==> config.mk <==
export PLATFORM = sky130hd
export DESIGN_NAME = in_n_clock
export DESIGN_NICKNAME = d
export VERILOG_FILES = /design/src/rtl/in_n_clock.sv
export SDC_FILE = /design/constraint.sdc
export NUM_CORES = 1
export LEC_CHECK = 0
export ABC_AREA = 1
export ABC_CLOCK_PERIOD_IN_PS = 3650
export BUFFER_PORTS_ARGS = -buffer_cell sky130_fd_sc_hd__clkbuf_2
export CORE_MARGIN = 2
export CORE_UTILIZATION = 40
export CTS_CLUSTER_DIAMETER = 80
export DETAILED_ROUTE_END_ITERATION = 10
export HOLD_SLACK_MARGIN = 0.05
export PLACE_DENSITY_LB_ADDON = 0.15
export SYNTH_ARGS = -nofsm -noshare
export SYNTH_HDL_FRONTEND = slang
export SYNTH_SLANG_ARGS = --single-unit
export TNS_END_PERCENT = 30
==> constraint.sdc <==
create_clock -name clock -period 3.65 [get_ports clock]
set_input_delay 0.1825 -clock clock [delete_from_list [all_inputs] [get_ports clock]]
set_output_delay 0.1825 -clock clock [all_outputs]
set_load 0.05 [all_outputs]
==> src/rtl/in_n_clock.sv <==
// in_n_clock -- measures the length of high runs on a pulse line.
//
// Counts consecutive posedges at which `in` is sampled high. When the run
// ends (first low sample), the count is presented on `len` with a one-clock
// `dav` strobe. Runs longer than 2^W-1 clocks saturate and flag `ovf`.
//
// Optional feature: define IN_N_CLOCK_CHECK_EN to build the run-length
// check. When enabled, `err` flags runs that saturated or whose length
// differs from N. When undefined, `err` is tied to 0 and N is unused.
//
// Ports:
//   clock   in   single clock, all state updates on posedge
//   reset_  in   asynchronous active-low reset
//   in      in   pulse line under measurement
//   len     out  [W-1:0] length of the last completed run
//   dav     out  one-clock strobe per completed run
//   ovf     out  last completed run exceeded 2^W-1 clocks
//   err     out  last completed run length differed from N (check only)
//
// state | meaning
// IDLE  | line low, waiting for a run to start
// HIGH  | run in progress, count below saturation
// SAT   | run in progress, count pinned at 2^W-1
module in_n_clock #(
  parameter int N = 3,
  parameter int W = 4
) (
  input  logic         clock,
  input  logic         reset_,
  input  logic         in,
  output logic [W-1:0] len,
  output logic         dav,
  output logic         ovf,
  output logic         err
);

  typedef enum logic [1:0] {
    IDLE = 2'd0,
    HIGH = 2'd1,
    SAT  = 2'd2
  } state_t;

  localparam logic [W-1:0] CNT_MAX = '1;

  state_t       state, state_nxt;
  logic [W-1:0] count, count_nxt;
  logic [W-1:0] len_nxt;
  logic         dav_nxt;
  logic         ovf_nxt;
  logic         run_done;

  always_comb begin
    state_nxt = state;
    count_nxt = count;
    len_nxt   = len;
    dav_nxt   = 1'b0;
    ovf_nxt   = ovf;
    run_done  = 1'b0;
    case (state)
      IDLE: begin
        if (in) begin
          count_nxt = W'(1);
          state_nxt = HIGH;
        end
      end
      HIGH: begin
        if (in) begin
          if (count != CNT_MAX) begin
            count_nxt = count + 1'b1;
          end else begin
            state_nxt = SAT;
          end
        end else begin
          run_done  = 1'b1;
          len_nxt   = count;
          dav_nxt   = 1'b1;
          ovf_nxt   = 1'b0;
          state_nxt = IDLE;
        end
      end
      SAT: begin
        if (!in) begin
          run_done  = 1'b1;
          len_nxt   = count;
          dav_nxt   = 1'b1;
          ovf_nxt   = 1'b1;
          state_nxt = IDLE;
        end
      end
      default: begin
        state_nxt = IDLE;
      end
    endcase
  end

  always_ff @(posedge clock or negedge reset_) begin
    if (!reset_) begin
      state <= IDLE;
      count <= '0;
      len   <= '0;
      dav   <= 1'b0;
      ovf   <= 1'b0;
    end else begin
      state <= state_nxt;
      count <= count_nxt;
      len   <= len_nxt;
      dav   <= dav_nxt;
      ovf   <= ovf_nxt;
    end
  end

`ifdef IN_N_CLOCK_CHECK_EN
  logic err_nxt;

  // A saturated run is always an error, even if N happens to be 2^W-1.
  always_comb begin
    err_nxt = err;
    if (run_done) begin
      err_nxt = (state == SAT) || (int'(count) != N);
    end
  end

  always_ff @(posedge clock or negedge reset_) begin
    if (!reset_) begin
      err <= 1'b0;
    end else begin
      err <= err_nxt;
    end
  end
`else
  logic unused_check;

  assign err          = 1'b0;
  assign unused_check = run_done ^ (N == 0);
`endif

endmodule

==> impl_summary.md, run 1 <==
CTS
Clock-pin slew was measured on the worst setup and hold paths at 70 ps. Once the clock tree was built, the setup fixing pass inserted 0 buffers. TritonCTS built the clock tree. The root buffer cell is sky130_fd_sc_hd__clkbuf_4. The number of clock buffers inserted by TritonCTS is 3. At the later pin of the worst-skew pair, clock insertion delay measures 270 ps.

Counting every sink on the clock net gives 12. In this run the number of H-tree levels came out at 1. The longest clock path from root to sink contains 2 buffers.

Yosys
The number of warnings issued by yosys is 0. The flop and latch count out of synthesis is 12. In the synthesized netlist, the number of instances is 78. For this run, the register share of the synthesized area comes to 47.7%. The netlist area before placement is 629 um^2. When the netlist entered floorplanning its net count stood at 85. In this run the mean area of a mapped cell was 8.07 um^2. The netlist uses 17 different library cells.

Critical path
The worst setup path is captured at a flip-flop. STA classifies the critical path startpoint as a flip-flop. At the worst endpoint, the required time is 3820 ps. The worst setup path is of the reg2reg kind.

Data arrives at the worst endpoint at 1510 ps. The setup slack of the worst register-to-register path is 2310 ps. The highest net fanout along the worst path is 7.

Timing
The count of final hold-check violations is 0. The final setup skew is 0.972 ps. Hold is met by 194 ps. Setup repair after global routing left no endpoint under its margin. The count of final max-slew check failures is 0. The shortest clock period the worst path allows after layout is 1340 ps. The total setup violations reported at the end of the flow is 0. The worst path uses 36.8% of the clock period. Derived from the worst setup path, the maximum achievable clock frequency is 744 MHz.

After routing, the total negative slack on setup checks comes to 0 ps.

Floorplan
The number of core rows is 14. The initial cell density of the core is 42.3%. 10 I/O pins were placed. The horizontal die dimension is 43.7 um. The chip height is 43.7 um.

The die covers 1910 um^2. The core region is 1490 um^2.

Finish
The finished layout cell area is 709 um^2. The repair_antennas step left the layout with diodes totalling 0. The library cell used most frequently in the layout, excluding fill and tap cells, is sky130_fd_sc_hd__nand2_1.

Relative to the synthesized area, the layout overhead comes to 12.7%. The final net count is 97. In the final layout, the share of cells above drive strength 1 is 18.2%. The library cells used most frequently in the layout, excluding fill and tap cells, are 27 x sky130_fd_sc_hd__nand2_1, 12 x sky130_fd_sc_hd__dfrtp_1, 8 x sky130_fd_sc_hd__inv_1, 8 x sky130_fd_sc_hd__clkbuf_2, 6 x sky130_fd_sc_hd__nand3_1. At the end of the flow the core is filled with cells to 47.6%.

Drt
The number of DRC violations after detailed-routing iteration 0 is 16. The wire length reported by the detailed router is 1030 um. In the final routed layout, each cell accounts on average for 9.94 um. The remaining antenna violation count after routing is 0.

For this run, design rule violations remaining after detail routing come to 0. The routed layout has 499 vias. The iteration count of the initial detailed-routing pass is 3. Using the TritonRoute via totals, the vias-per-cell ratio works out to 4.80.

Placed design
The placed instances occupy a cell area of 677 um^2. Port buffering added 8 buffers. Routability-driven placement finished with a final weighted congestion of 0.821. Summed over all nets, the half-perimeter wirelength after detailed placement is 786 um.

Global route
For this run the aggregate overflow at the end of global routing stands at 0. The global-route wire length before repair is 1880 um. Global routing used 13.3% of the available tracks. The initial antenna violation count is 0. The maximum number of pins on one net before global-route repair is 13.

The number of global-route vias before repair is 453.

Power
The power density of the placed cells is 739 nW/um^2. The peak supply drop is 0.000234 V. The static leakage is 0.000382 uW.

Flow run
The max-cap violation count is 0.

Worst hold path
The path category of the worst min-delay check is in2reg.

Run status
The flow ran to the end, and the final reports show no timing, DRC or antenna violations.
## worst max-delay path: stages (launching register included)
cell                      delay (ps)
sky130_fd_sc_hd__dfrtp_1         410
sky130_fd_sc_hd__inv_1            90
sky130_fd_sc_hd__ha_1            290
sky130_fd_sc_hd__nor2_2           90
sky130_fd_sc_hd__nor2_4          110
sky130_fd_sc_hd__nand3_1         120
sky130_fd_sc_hd__nand2_1          80
sky130_fd_sc_hd__nand2_1          50
## cells in the mapped netlist, drive strengths merged
library cell / number / area (um^2)
nand3: 6 / 30.0
dfrtp: 12 / 300
clkbuf: 1 / 5.00
nand4: 3 / 18.8
nor2: 7 / 36.3
buf: 1 / 7.51
nand2: 28 / 108
ha: 4 / 50.1
conb: 1 / 3.75
o21ai: 6 / 33.8
inv: 8 / 30.0
or2: 1 / 6.26
## final timing paths
| check | cells past startpoint | end | start |
|---|---|---|---|
| setup / recovery | 7 | count[0] | state[1] |
| hold / removal | 2 | ovf | in |
| hold reg to reg | 2 | len[3] | len[3] |
| max in group asynchronous | 2 | state[1] | reset_ |
| setup reg to reg | 7 | count[0] | state[1] |
| min in group asynchronous | 2 | state[0] | reset_ |
## per-stage QoR
| stage | cells | power [uW] | worst slack, ps |
|---|---|---|---|
| 6_report | 104 | 524 | 2310 |
| 3_5_place_dp | 100 | 445 | 2320 |
| 3_3_place_gp | 100 | 447 | 2370 |
| 5_1_grt | 104 | 570 | 2180 |
| 2_1_floorplan | 78 | 398 | 2450 |
| 4_1_cts | 104 | 527 | 2310 |
## registers in the layout (all words and copies together), names as in the netlist
signal,flops
ovf,1
len,4
dav,1
state,2
count,4
## power by group
part	internal (uW)	switching (uW)	leakage [uW]	total (uW)
clock	38.2	41.8	0.0000138	80.0
sequential	173	36.5	0.000159	210
combinational	69.2	165	0.000210	235
total	280	244	0.000382	524
## area by class of cell
class                           instances  area [um^2]
Clock buffer                            3         22.5
Fill cell                             152          779
Inverter                                8         30.0
Timing Repair Buffer                    9         50.0
Multi-Input combinational cell         56          287
Sequential cell                        12          300
Tap cell                               16         20.0
## cell families after synthesis
kind of cell | Yosys count | synth area share (%)
other | 1 | 0.596
and+or+nand+nor | 45 | 31.6
buffers and inverters | 10 | 6.76
AOI/OAI and AO/OA | 6 | 5.37
DFF | 12 | 47.7
adders and majority gates | 4 | 7.95
## metal layers
| layer | share of wire [%] | wire [um] | track usage [%] | vias up |
|---|---|---|---|---|
| met5 | 0 | 0 | 0 | - |
| met4 | 1.7 | 18 | 9.09 | 0 |
| met3 | 4.9 | 51 | 2.50 | 2 |
| met2 | 42 | 436 | 17.9 | 10 |
| met1 | 51 | 528 | 19.1 | 221 |
| li1 | - | - | - | 266 |
## repair_timing
| action | in CTS | in global routing |
|---|---|---|
| hold buffers | 1 | 0 |
| hold endpoints to repair | 12 | 0 |
| gates resized for setup | 0 | 0 |
No activity file was read; power rests on OpenSTA's default activity.
==> inputs of run 2 (changes only) <==
--- a/config.mk
+++ b/config.mk
@@ -6,7 +6,7 @@
 export NUM_CORES = 1
 export LEC_CHECK = 0
 export ABC_AREA = 1
-export ABC_CLOCK_PERIOD_IN_PS = 3650
+export ABC_CLOCK_PERIOD_IN_PS = 1100
 export BUFFER_PORTS_ARGS = -buffer_cell sky130_fd_sc_hd__clkbuf_2
 export CORE_MARGIN = 2
 export CORE_UTILIZATION = 40
==> constraint.sdc (replaced) <==
create_clock -name clock -period 1.1 [get_ports clock]
set_input_delay 0.055 -clock clock [delete_from_list [all_inputs] [get_ports clock]]
set_output_delay 0.055 -clock clock [all_outputs]
set_load 0.05 [all_outputs]
==> run 2 against run 1 <==
  * The run now ends with setup timing left
  * Routed wire length grew 26%
  * Maximum frequency grew 12%
  * Clock power grew to 4.4 times the previous value
  * Via count grew 14%
  * Cell count grew 8.7%
  * Die area is the same
  * Register-to-register slack lost 2400 ps
  * Global-route usage grew 3.1 points
  * Setup slack lost 2400 ps
  * Combinational power grew to 4.6 times the previous value
  * Sequential share of layout area shrank 6.4 points
  * Critical endpoint unchanged
  * Largest power group unchanged
==> impl_summary.md, run 2 (same netlist as run 1, synthesis figures left out) <==
Finish
The antenna diode count is 0 (unchanged). The final net count is 105 (+8.2%). The largest registers in the layout are count: 4 flops, len: 4 flops, state: 2 flops. Leaving out fill and tap cells, the most frequent cell in the layout is sky130_fd_sc_hd__nand2_1. The final core utilization came to 56.1% (+8.5 points). In the layout the commonest cells are 22 x sky130_fd_sc_hd__nand2_1, 12 x sky130_fd_sc_hd__dfrtp_1, 8 x sky130_fd_sc_hd__clkbuf_2, 8 x sky130_fd_sc_hd__buf_4, 6 x sky130_fd_sc_hd__nand3_1.

The fraction of layout cells with a size suffix above 1 was 39.2% (+21 points). The area growth from synthesis to final layout is 32.8%.

Global route
The maximum number of pins on one net before global-route repair is 13 (unchanged). The global-route wire length before repair is 2260 um (+21%). The global route total overflow is 0 (unchanged).

The all-layer global routing usage is 16.5% (+3.1 points). The initial antenna violation count came to 0 (unchanged). The number of global-route vias before repair is 566 (+25%).

Critical path
The arrival time at the worst endpoint is 1360 ps (-150 ps). The highest net fanout along the worst path is 5 (-2). The category of the most critical setup path is reg2reg.

STA classifies the critical path endpoint as a flip-flop. The critical path startpoint category is a flip-flop. The endpoint required time on the critical path is 1260 ps (-2560 ps).

Placed design
The routability congestion estimate from global placement is 0.827 (+0.74%). The half-perimeter wire length after detailed placement was 983 um (+25%). The number of port buffers is 8 (unchanged).

Floorplan
The area enclosed by the die boundary is 1910 um^2 (unchanged). The total core area is 1490 um^2 (unchanged). The initial cell density of the core is 42.3% (unchanged).

The count of pins on the block boundary was 10 (unchanged). The chip height is 43.7 um (unchanged). The number of core rows is 14 (unchanged). The horizontal die dimension is 43.7 um (unchanged).

CTS
The number of clock buffers inserted by TritonCTS came to 3 (unchanged). The TritonCTS clock tree is built. The clock edge transition at the registers on the reported setup and hold paths was 80 ps (about the same). The root buffer cell is sky130_fd_sc_hd__clkbuf_4. The number of sinks handled by clock tree synthesis is 12 (unchanged).

The clock insertion delay at the later pin of the skew report is 270 ps (about the same). The number of buffers on the longest clock path is 2 (unchanged). The CTS H-tree depth was 1 (unchanged).

Drt
The remaining antenna violation count after routing is 0 (unchanged). The iteration count of the initial detailed-routing pass is 4 (+1). The number of remaining DRC errors is 0 (unchanged). The via count normalized by instance count is 5.03 (+4.8%). The wire length reported by the detailed router is 1300 um (+26%). The number of DRC violations after detailed-routing iteration 0 was 11 (-5). The via count is 568 (+14%). The average routed wire per standard cell was 11.5 um (+16%).

Timing
The shortest clock period the worst path allows after layout is 1200 ps (-144 ps). The aggregate negative setup slack is -454 ps (-454 ps). The count of final max-slew check failures is 0 (unchanged). The total setup violations reported at the end of the flow is 9 (+9). Setup repair after global routing could not meet its margin everywhere. The upper clock frequency limit is 834 MHz (+12%). The share of the clock period used by the worst path after layout is 109% (+72 points). The final setup skew came to 4.70 ps (+3.73 ps). The final worst slack is -99.1 ps (-2410 ps). The worst hold slack is 71.4 ps (-122 ps). The count of final hold-check violations is 0 (unchanged).

Power
The static leakage came to 0.000433 uW (+13%). The peak supply drop is 0.000920 V (+290%). The post-route total power was 2110 uW (+300%).

The power density of the placed cells was 2530 nW/um^2 (+240%).

Run status
The run finished, with violations left. The checks that failed: setup timing.

Flow run
The max-cap violation count is 0 (unchanged).

Worst hold path
The path category of the worst min-delay check is in2reg.
## run 2: cell count changes in the layout (fill, tap and decap cells not counted), sizes merged
cell	delta
buf	+8
clkbuf	+1
## run 2: final cells by class
cell class                 count  area, um^2
clock buffer                   4        36.3
fill                         139         653
inverter                       8        30.0
multi-input combinational     56         339
sequential                    12         300
tap                           16        20.0
timing repair buffer          17         110
## run 2: metal layers
layer | track usage (%) | routed length [um] | up-vias
li1 | - | - | 282
met1 | 19.8 | 601 | 270
met2 | 25.6 | 618 | 14
met3 | 3.75 | 61 | 2
met4 | 12.1 | 18 | 0
met5 | 0 | 0 | -
## run 2: worst paths after layout
check,start,cells past startpoint,end,slack (ps)
max,state[1],7,count[0],-100
min,in,2,ovf,70
max reg2reg,state[1],7,count[0],-100
min reg2reg,ovf,2,ovf,490
max in group asynchronous,reset_,2,count[1],670
min in group asynchronous,reset_,2,ovf,200
## run 2: metrics by stage
step | std cells | cell area [um^2] | setup WS (ps)
finish | 113 | 836 | -99.1
global route | 113 | 836 | -161
CTS | 113 | 833 | -100
detailed placement | 107 | 764 | -85.0
global placement | 107 | 764 | -71.0
floorplan | 78 | 664 | -20.4
## run 2: power breakdown
| group | switching (uW) | total, uW | leakage, uW | internal, uW |
|---|---|---|---|---|
| Sequential | 103 | 678 | 0.000159 | 574 |
| Combinational | 668 | 1080 | 0.000253 | 415 |
| Clock | 150 | 351 | 0.0000210 | 201 |
| Total | 921 | 2110 | 0.000433 | 1190 |
## run 2: worst max-delay path, stage by stage (launching register included)
cell	delay [ps]
sky130_fd_sc_hd__dfrtp_1	410
sky130_fd_sc_hd__inv_2	110
sky130_fd_sc_hd__ha_4	180
sky130_fd_sc_hd__nor2_4	50
sky130_fd_sc_hd__nor2_4	100
sky130_fd_sc_hd__nand3_1	120
sky130_fd_sc_hd__nand2_1	80
sky130_fd_sc_hd__nand2_1	50
## run 2: timing repair
| item | 4_1_cts | 5_1_grt |
|---|---|---|
| resized for setup | 7 | 3 |
| pin swaps | 2 | 1 |
| endpoints found under the hold margin | 12 | 0 |
| setup endpoints to repair | 11 | 11 |
| buffers inserted | 1 | 0 |
| hold buffers | 1 | 0 |
